--- src/rtl/imem_loader_pkg.sv ---
// imem_loader_pkg
// Shared definitions for the instruction-memory boot loader:
//   state_t         - loader FSM states
//   MAGIC_DEFAULT   - default header byte that opens a load frame
//   BYTES_PER_WORD  - host bytes packed into one instruction word
package imem_loader_pkg;

  typedef enum logic [2:0] {
    IDLE  = 3'd0,
    COUNT = 3'd1,
    DATA  = 3'd2,
    WRITE = 3'd3,
    CHECK = 3'd4,
    DONE  = 3'd5,
    ERROR = 3'd6
  } state_t;

  localparam logic [7:0]  MAGIC_DEFAULT  = 8'hA5;
  localparam int unsigned BYTES_PER_WORD = 4;

endpackage

--- src/rtl/imem_word_assembler.sv ---
// imem_word_assembler
// Packs host bytes MSB-first into a 32-bit instruction word.
// Ports:
//   clk, reset  - clock, synchronous active-high reset
//   clear       - restart the byte index at 0 (word contents kept)
//   shift_en    - shift byte_in into the low byte of the word
//   byte_in     - incoming host byte
//   word_out    - current word register
//   word_full   - this shift delivers the last byte of the word
module imem_word_assembler
  import imem_loader_pkg::*;
(
  input  logic        clk,
  input  logic        reset,
  input  logic        clear,
  input  logic        shift_en,
  input  logic [7:0]  byte_in,
  output logic [31:0] word_out,
  output logic        word_full
);

  localparam logic [1:0] LAST_IDX = 2'(BYTES_PER_WORD - 1);

  logic [31:0] word_q, word_d;
  logic [1:0]  idx_q, idx_d;

  // Next word and byte index; index wraps from 3 back to 0 on its own.
  always_comb begin
    word_d = word_q;
    idx_d  = idx_q;
    if (clear) begin
      idx_d = 2'd0;
    end else if (shift_en) begin
      word_d = {word_q[23:0], byte_in};
      idx_d  = idx_q + 2'd1;
    end else begin
      word_d = word_q;
      idx_d  = idx_q;
    end
  end

  // Word and index registers.
  always_ff @(posedge clk) begin
    if (reset) begin
      word_q <= 32'd0;
      idx_q  <= 2'd0;
    end else begin
      word_q <= word_d;
      idx_q  <= idx_d;
    end
  end

  assign word_out  = word_q;
  assign word_full = shift_en && (idx_q == LAST_IDX);

endmodule

--- src/rtl/imem_loader.sv ---
// imem_loader
// Boot loader for the single-cycle MIPS core. Accepts a host byte stream
// framed as MAGIC, N, then 4*N data bytes (MSB first per word), writes the
// words into instruction memory from word 0 and holds the core in reset
// until the load completes. A MAGIC byte in IDLE/DONE/ERROR (re)starts a load.
// Optional build macro IMEM_LOADER_CHECKSUM_EN adds a trailing checksum byte
// (mod-256 sum of the data bytes) that must match before the core is released.
// Ports:
//   clk, reset               - clock, synchronous active-high reset
//   in_valid/in_ready/in_data - host byte handshake
//   imem_we/imem_addr/imem_wdata - instruction-memory write port
//   cpu_reset                - reset to the processor
//   load_done/load_error     - status of the last load
//   words_loaded             - words written in the current/last load
module imem_loader
  import imem_loader_pkg::*;
#(
  parameter int         ADDR_WIDTH = 5,
  parameter logic [7:0] MAGIC      = MAGIC_DEFAULT
) (
  input  logic                  clk,
  input  logic                  reset,
  input  logic                  in_valid,
  output logic                  in_ready,
  input  logic [7:0]            in_data,
  output logic                  imem_we,
  output logic [ADDR_WIDTH-1:0] imem_addr,
  output logic [31:0]           imem_wdata,
  output logic                  cpu_reset,
  output logic                  load_done,
  output logic                  load_error,
  output logic [ADDR_WIDTH:0]   words_loaded
);

  localparam int unsigned DEPTH = 32'd1 << ADDR_WIDTH;

  state_t                state_q, state_d;
  logic [ADDR_WIDTH-1:0] addr_q, addr_d;
  logic [7:0]            count_q, count_d;
  logic [ADDR_WIDTH:0]   words_q, words_d, words_inc;
  logic                  we_q, we_d;
  logic                  ready_q, ready_d;
  logic                  cpu_reset_q, cpu_reset_d;
  logic                  done_q, done_d;
  logic                  error_q, error_d;
`ifdef IMEM_LOADER_CHECKSUM_EN
  logic [7:0]            sum_q, sum_d;
`endif

  logic        accept;
  logic        asm_clear;
  logic        asm_shift;
  logic        asm_full;
  logic [31:0] asm_word;

  assign accept    = in_valid && ready_q;
  assign asm_clear = accept && (state_q == COUNT);
  assign asm_shift = accept && (state_q == DATA);
  assign words_inc = words_q + (ADDR_WIDTH+1)'(1);

  imem_word_assembler u_asm (
    .clk       (clk),
    .reset     (reset),
    .clear     (asm_clear),
    .shift_en  (asm_shift),
    .byte_in   (in_data),
    .word_out  (asm_word),
    .word_full (asm_full)
  );

  // Loader FSM: frame parsing, address and word counting.
  always_comb begin
    state_d = state_q;
    addr_d  = addr_q;
    count_d = count_q;
    words_d = words_q;
`ifdef IMEM_LOADER_CHECKSUM_EN
    sum_d   = sum_q;
`endif
    case (state_q)
      IDLE, DONE, ERROR: begin
        // Only a header byte opens a frame; anything else is dropped.
        if (accept && (in_data == MAGIC)) begin
          state_d = COUNT;
          words_d = {(ADDR_WIDTH+1){1'b0}};
`ifdef IMEM_LOADER_CHECKSUM_EN
          sum_d   = 8'd0;
`endif
        end else begin
          state_d = state_q;
        end
      end
      COUNT: begin
        if (accept) begin
          count_d = in_data;
          if (in_data == 8'd0) begin
`ifdef IMEM_LOADER_CHECKSUM_EN
            state_d = CHECK;
`else
            state_d = DONE;
`endif
          end else if (32'(in_data) > DEPTH) begin
            state_d = ERROR;
          end else begin
            state_d = DATA;
            addr_d  = {ADDR_WIDTH{1'b0}};
          end
        end else begin
          state_d = state_q;
        end
      end
      DATA: begin
`ifdef IMEM_LOADER_CHECKSUM_EN
        if (accept) begin
          sum_d = sum_q + in_data;
        end else begin
          sum_d = sum_q;
        end
`endif
        if (asm_full) begin
          state_d = WRITE;
        end else begin
          state_d = state_q;
        end
      end
      WRITE: begin
        words_d = words_inc;
        // N never exceeds the depth, so the last address is N-1 and never wraps.
        if (32'(words_inc) == 32'(count_q)) begin
`ifdef IMEM_LOADER_CHECKSUM_EN
          state_d = CHECK;
`else
          state_d = DONE;
`endif
        end else begin
          addr_d  = addr_q + ADDR_WIDTH'(1);
          state_d = DATA;
        end
      end
`ifdef IMEM_LOADER_CHECKSUM_EN
      CHECK: begin
        if (accept) begin
          if (in_data == sum_q) begin
            state_d = DONE;
          end else begin
            state_d = ERROR;
          end
        end else begin
          state_d = state_q;
        end
      end
`endif
      default: begin
        state_d = IDLE;
      end
    endcase
  end

  // Status outputs decoded from the next state so they are registered on entry.
  always_comb begin
    we_d        = (state_d == WRITE);
    ready_d     = (state_d != WRITE);
    cpu_reset_d = (state_d != DONE);
    done_d      = (state_d == DONE);
    error_d     = (state_d == ERROR);
  end

  // State and output registers.
  always_ff @(posedge clk) begin
    if (reset) begin
      state_q     <= IDLE;
      addr_q      <= {ADDR_WIDTH{1'b0}};
      count_q     <= 8'd0;
      words_q     <= {(ADDR_WIDTH+1){1'b0}};
      we_q        <= 1'b0;
      ready_q     <= 1'b1;
      cpu_reset_q <= 1'b1;
      done_q      <= 1'b0;
      error_q     <= 1'b0;
`ifdef IMEM_LOADER_CHECKSUM_EN
      sum_q       <= 8'd0;
`endif
    end else begin
      state_q     <= state_d;
      addr_q      <= addr_d;
      count_q     <= count_d;
      words_q     <= words_d;
      we_q        <= we_d;
      ready_q     <= ready_d;
      cpu_reset_q <= cpu_reset_d;
      done_q      <= done_d;
      error_q     <= error_d;
`ifdef IMEM_LOADER_CHECKSUM_EN
      sum_q       <= sum_d;
`endif
    end
  end

  assign in_ready     = ready_q;
  assign imem_we      = we_q;
  assign imem_addr    = addr_q;
  assign imem_wdata   = asm_word;
  assign cpu_reset    = cpu_reset_q;
  assign load_done    = done_q;
  assign load_error   = error_q;
  assign words_loaded = words_q;

endmodule

--- config.mk ---
export PLATFORM = sky130hd
export DESIGN_NAME = imem_loader
export DESIGN_NICKNAME = d
export VERILOG_FILES = /design/src/rtl/imem_loader_pkg.sv /design/src/rtl/imem_word_assembler.sv /design/src/rtl/imem_loader.sv
export SDC_FILE = /design/constraint.sdc
export NUM_CORES = 1
export LEC_CHECK = 0
export CORE_UTILIZATION = 53
export CTS_CLUSTER_SIZE = 10
export DETAILED_ROUTE_END_ITERATION = 10
export PLACE_DENSITY = 0.9
export REMOVE_ABC_BUFFERS = 1
export SETUP_SLACK_MARGIN = 0.5
export SLEW_MARGIN = 20
export SYNTH_ARGS = -nofsm -noshare
export SYNTH_HDL_FRONTEND = slang
export SYNTH_SLANG_ARGS = --single-unit
--- constraint.sdc ---
create_clock -name clk -period 4.55 [get_ports clk]
set_input_delay 1.1375 -clock clk [delete_from_list [all_inputs] [get_ports clk]]
set_output_delay 1.1375 -clock clk [all_outputs]
set_load 0.01 [all_outputs]
==> impl_metrics.ini <==
[yosys]
synthFlopType = dfxtp_1
avgSynthCellArea_um2 = 8.60
synthCells = 302
synth-seq-cells = 61
synth.distinct_cells = 44
yosysTopAreaCell = dfxtp_1
synth_top_area_frac = 0.470
async_flop_share = 0
synth_warnings = 0
synth_area_mm2 = 0.00260
synthTopCellsByArea = dfxtp_1 47%, nand2_1 9.8%, a21oi_1 7.9%
synth_edf_count = 0
seq_area_frac_synth = 0.470

[clock_network]
cts_buffers = 9
ctsResizeCount = 0
hold_buffers = 0
cts_max_level = 3
cts_tree = yes
clkTransAtPathRegs_ps = 70
cts_sinks = 61
post_cts_buffers = 0
insertion_delay_ps = 350
cts_buffer_depth = 2
cts_root_buf = clkbuf_8

[grt]
grt_pass1_vias = 2157
grt_max_degree = 56
grt_pass1_wl_um = 9980
antenna_found_initial = 0
grt_overflow = 0
grt_usage = 0.253

[power_and_ir_drop]
switching_share = 0.206
combPwrFrac = 0.023
irDropWorstVdd_v = 0.000343
clkPwrFrac = 0.511
p_switching_mw = 0.236
p_leak_nw = 1.24
sequentialPowerShare = 0.467
power.internal_mw = 0.908
power.density_mw_per_mm2 = 329

[cells_and_area]
final_nets = 374
area.growth.synth_to_final_pct = 34.0
drive_above_1_share = 0.0795
final_cells = 432
antenna_cells = 0

[route]
wl_per_cell_um = 14.3
drtIter0Drc = 190
routed_wl_um = 6180
drc = 0
first_pass_iters = 4
vias = 2360
routed_via_density = 5.46
final_antenna_net_count = 0

[placement]
place_congestion = 0.881
dp_cells = 416
io_buffers = 58
hpwl_um = 3990

[sta]
finalSetupViolCount = 0
fmax_ghz = 0.318
min_period_ps = 3150
rsz0062_at_grt = false
finalMaxSlewViolations = 0
hold_viol = 0
worst_pin_slew_ps = 940
finalCritPeriodShare = 0.692
slew_headroom = 0.371
setup_tns_ps = 0
skew_ps = 9.32
holdWs_ps = 452

[job]
drv_cap = 0

[worst_setup_path]
path_max_fanout = 6
worstSetupStartpointType = input port
ff2ff_setup_slack_ps = 2060
critical_path_class = in2reg
crit_required_ps = 4760
path_cells = clkdlybuf4s50_1, or3_1, nor4_1, and2_1, nor2_1, o21ai_0, a21oi_1
end_kind = flop
slowest_stage = nor4_1
max_stage_delay_ps = 570
cp.arrival_ps = 3350

[status]
status = complete, no violations

[floorplan]
rows = 25
die_area_mm2 = 0.00518
die_w_um = 72.0
core_area_mm2 = 0.00472
initial_core_util = 0.550
die_h_um = 72.0
io_pins = 59

[min_path]
hold_class = reg2reg
-- critical path, delay by kind of cell --
kind,cells,cell delay [ps]
compound gates,2,320
simple gates,4,1460
buf+inv,1,440
-- cells in the final DEF (no fill, tap or decap), types with 5 or more instances in the layout --
cell type and n:
clkbuf_8 9, dfxtp_1 61, nor2_1 21, nand2_1 68
and2_1 5, mux2i_1 10, nand2b_1 5, clkdlybuf4s50_1 57
nand3_1 8, o21ai_0 5, xor2_1 5, a21oi_1 41
-- path summary, 6_finish.rpt --
kind,startpoint,endpoint,cells past startpoint
min,u_asm.word_out[26]$_SDFFE_PP0P_,u_asm.word_out[26]$_SDFFE_PP0P_,2
max reg2reg,words_loaded[0]$_SDFFE_PP0P_,load_error$_SDFF_PP0_,6
min reg2reg,u_asm.word_out[26]$_SDFFE_PP0P_,u_asm.word_out[26]$_SDFFE_PP0P_,2
max,in_data[1],words_loaded[5]$_SDFFE_PP0P_,7
-- final cells by class --
class                   instances  area (um^2)
clock buffers                  10          128
clock inverters                 6          111
fillers                       348         1240
inverters                       3         11.3
multi-input cells             223         1320
flip-flops and latches         61         1220
well taps                      67         83.8
repair buffers                 62          606
-- kinds of logic after synthesis --
family	after synthesis	share of synthesized area
and+or+nand+nor	135	0.252
AOI/OAI and AO/OA	65	0.157
DFF	61	0.470
buffers and inverters	18	0.0265
xor gates and xnor gates	10	0.0410
muxes	10	0.0386
adders and majority gates	3	0.0145
-- Yosys cell counts (5+ instances only) --
| cell | number |
|---|---|
| o21ai_0 | 5 |
| xor2_1 | 5 |
| nand2_1 | 68 |
| nand2b_1 | 5 |
| nor3_1 | 5 |
| nand3_1 | 8 |
| clkbuf_1 | 14 |
| nor2_1 | 21 |
| a21oi_1 | 41 |
| and2_1 | 5 |
| dfxtp_1 | 61 |
| mux2i_1 | 10 |
-- power by group through the flow --
stage               clock [mW]  combinational, mW  sequential (mW)
finish                   0.584             0.0260            0.534
global route             0.611             0.0281            0.533
global placement             0             0.0252            0.546
floorplan                    0            0.00528            0.546
detailed placement           0             0.0254            0.546
CTS                      0.584             0.0255            0.534
-- stage by stage --
step                instance area [um^2]  power [mW]  setup WS (ps)  utilization
floorplan                           2540       0.551           1520            -
detailed placement                  3240       0.571           1120        0.686
finish                              3480        1.14           1400        0.736
global placement                    3240       0.571           1230        0.686
CTS                                 3480        1.14           1460        0.736
global route                        3480        1.17           1190        0.736
-- per-layer routing --
| metal | share of wire | GRT usage | wire length, um |
|---|---|---|---|
| met5 | 0 | 0 | 0 |
| met1 | 0.43 | 0.297 | 2630 |
| met4 | 0.039 | 0.161 | 240 |
| met3 | 0.050 | 0.0639 | 306 |
| met2 | 0.49 | 0.413 | 3000 |
-- state kept, by name, summed over array words and instances, names as in the netlist --
register,cells
u_asm.word_out,32
count_q,8
words_loaded,6
imem_addr,5
state_q,3
u_asm.idx_q,2
cpu_reset,1
imem_we,1
in_ready,1
load_done,1
load_error,1
(Power assumes the default switching activity.)
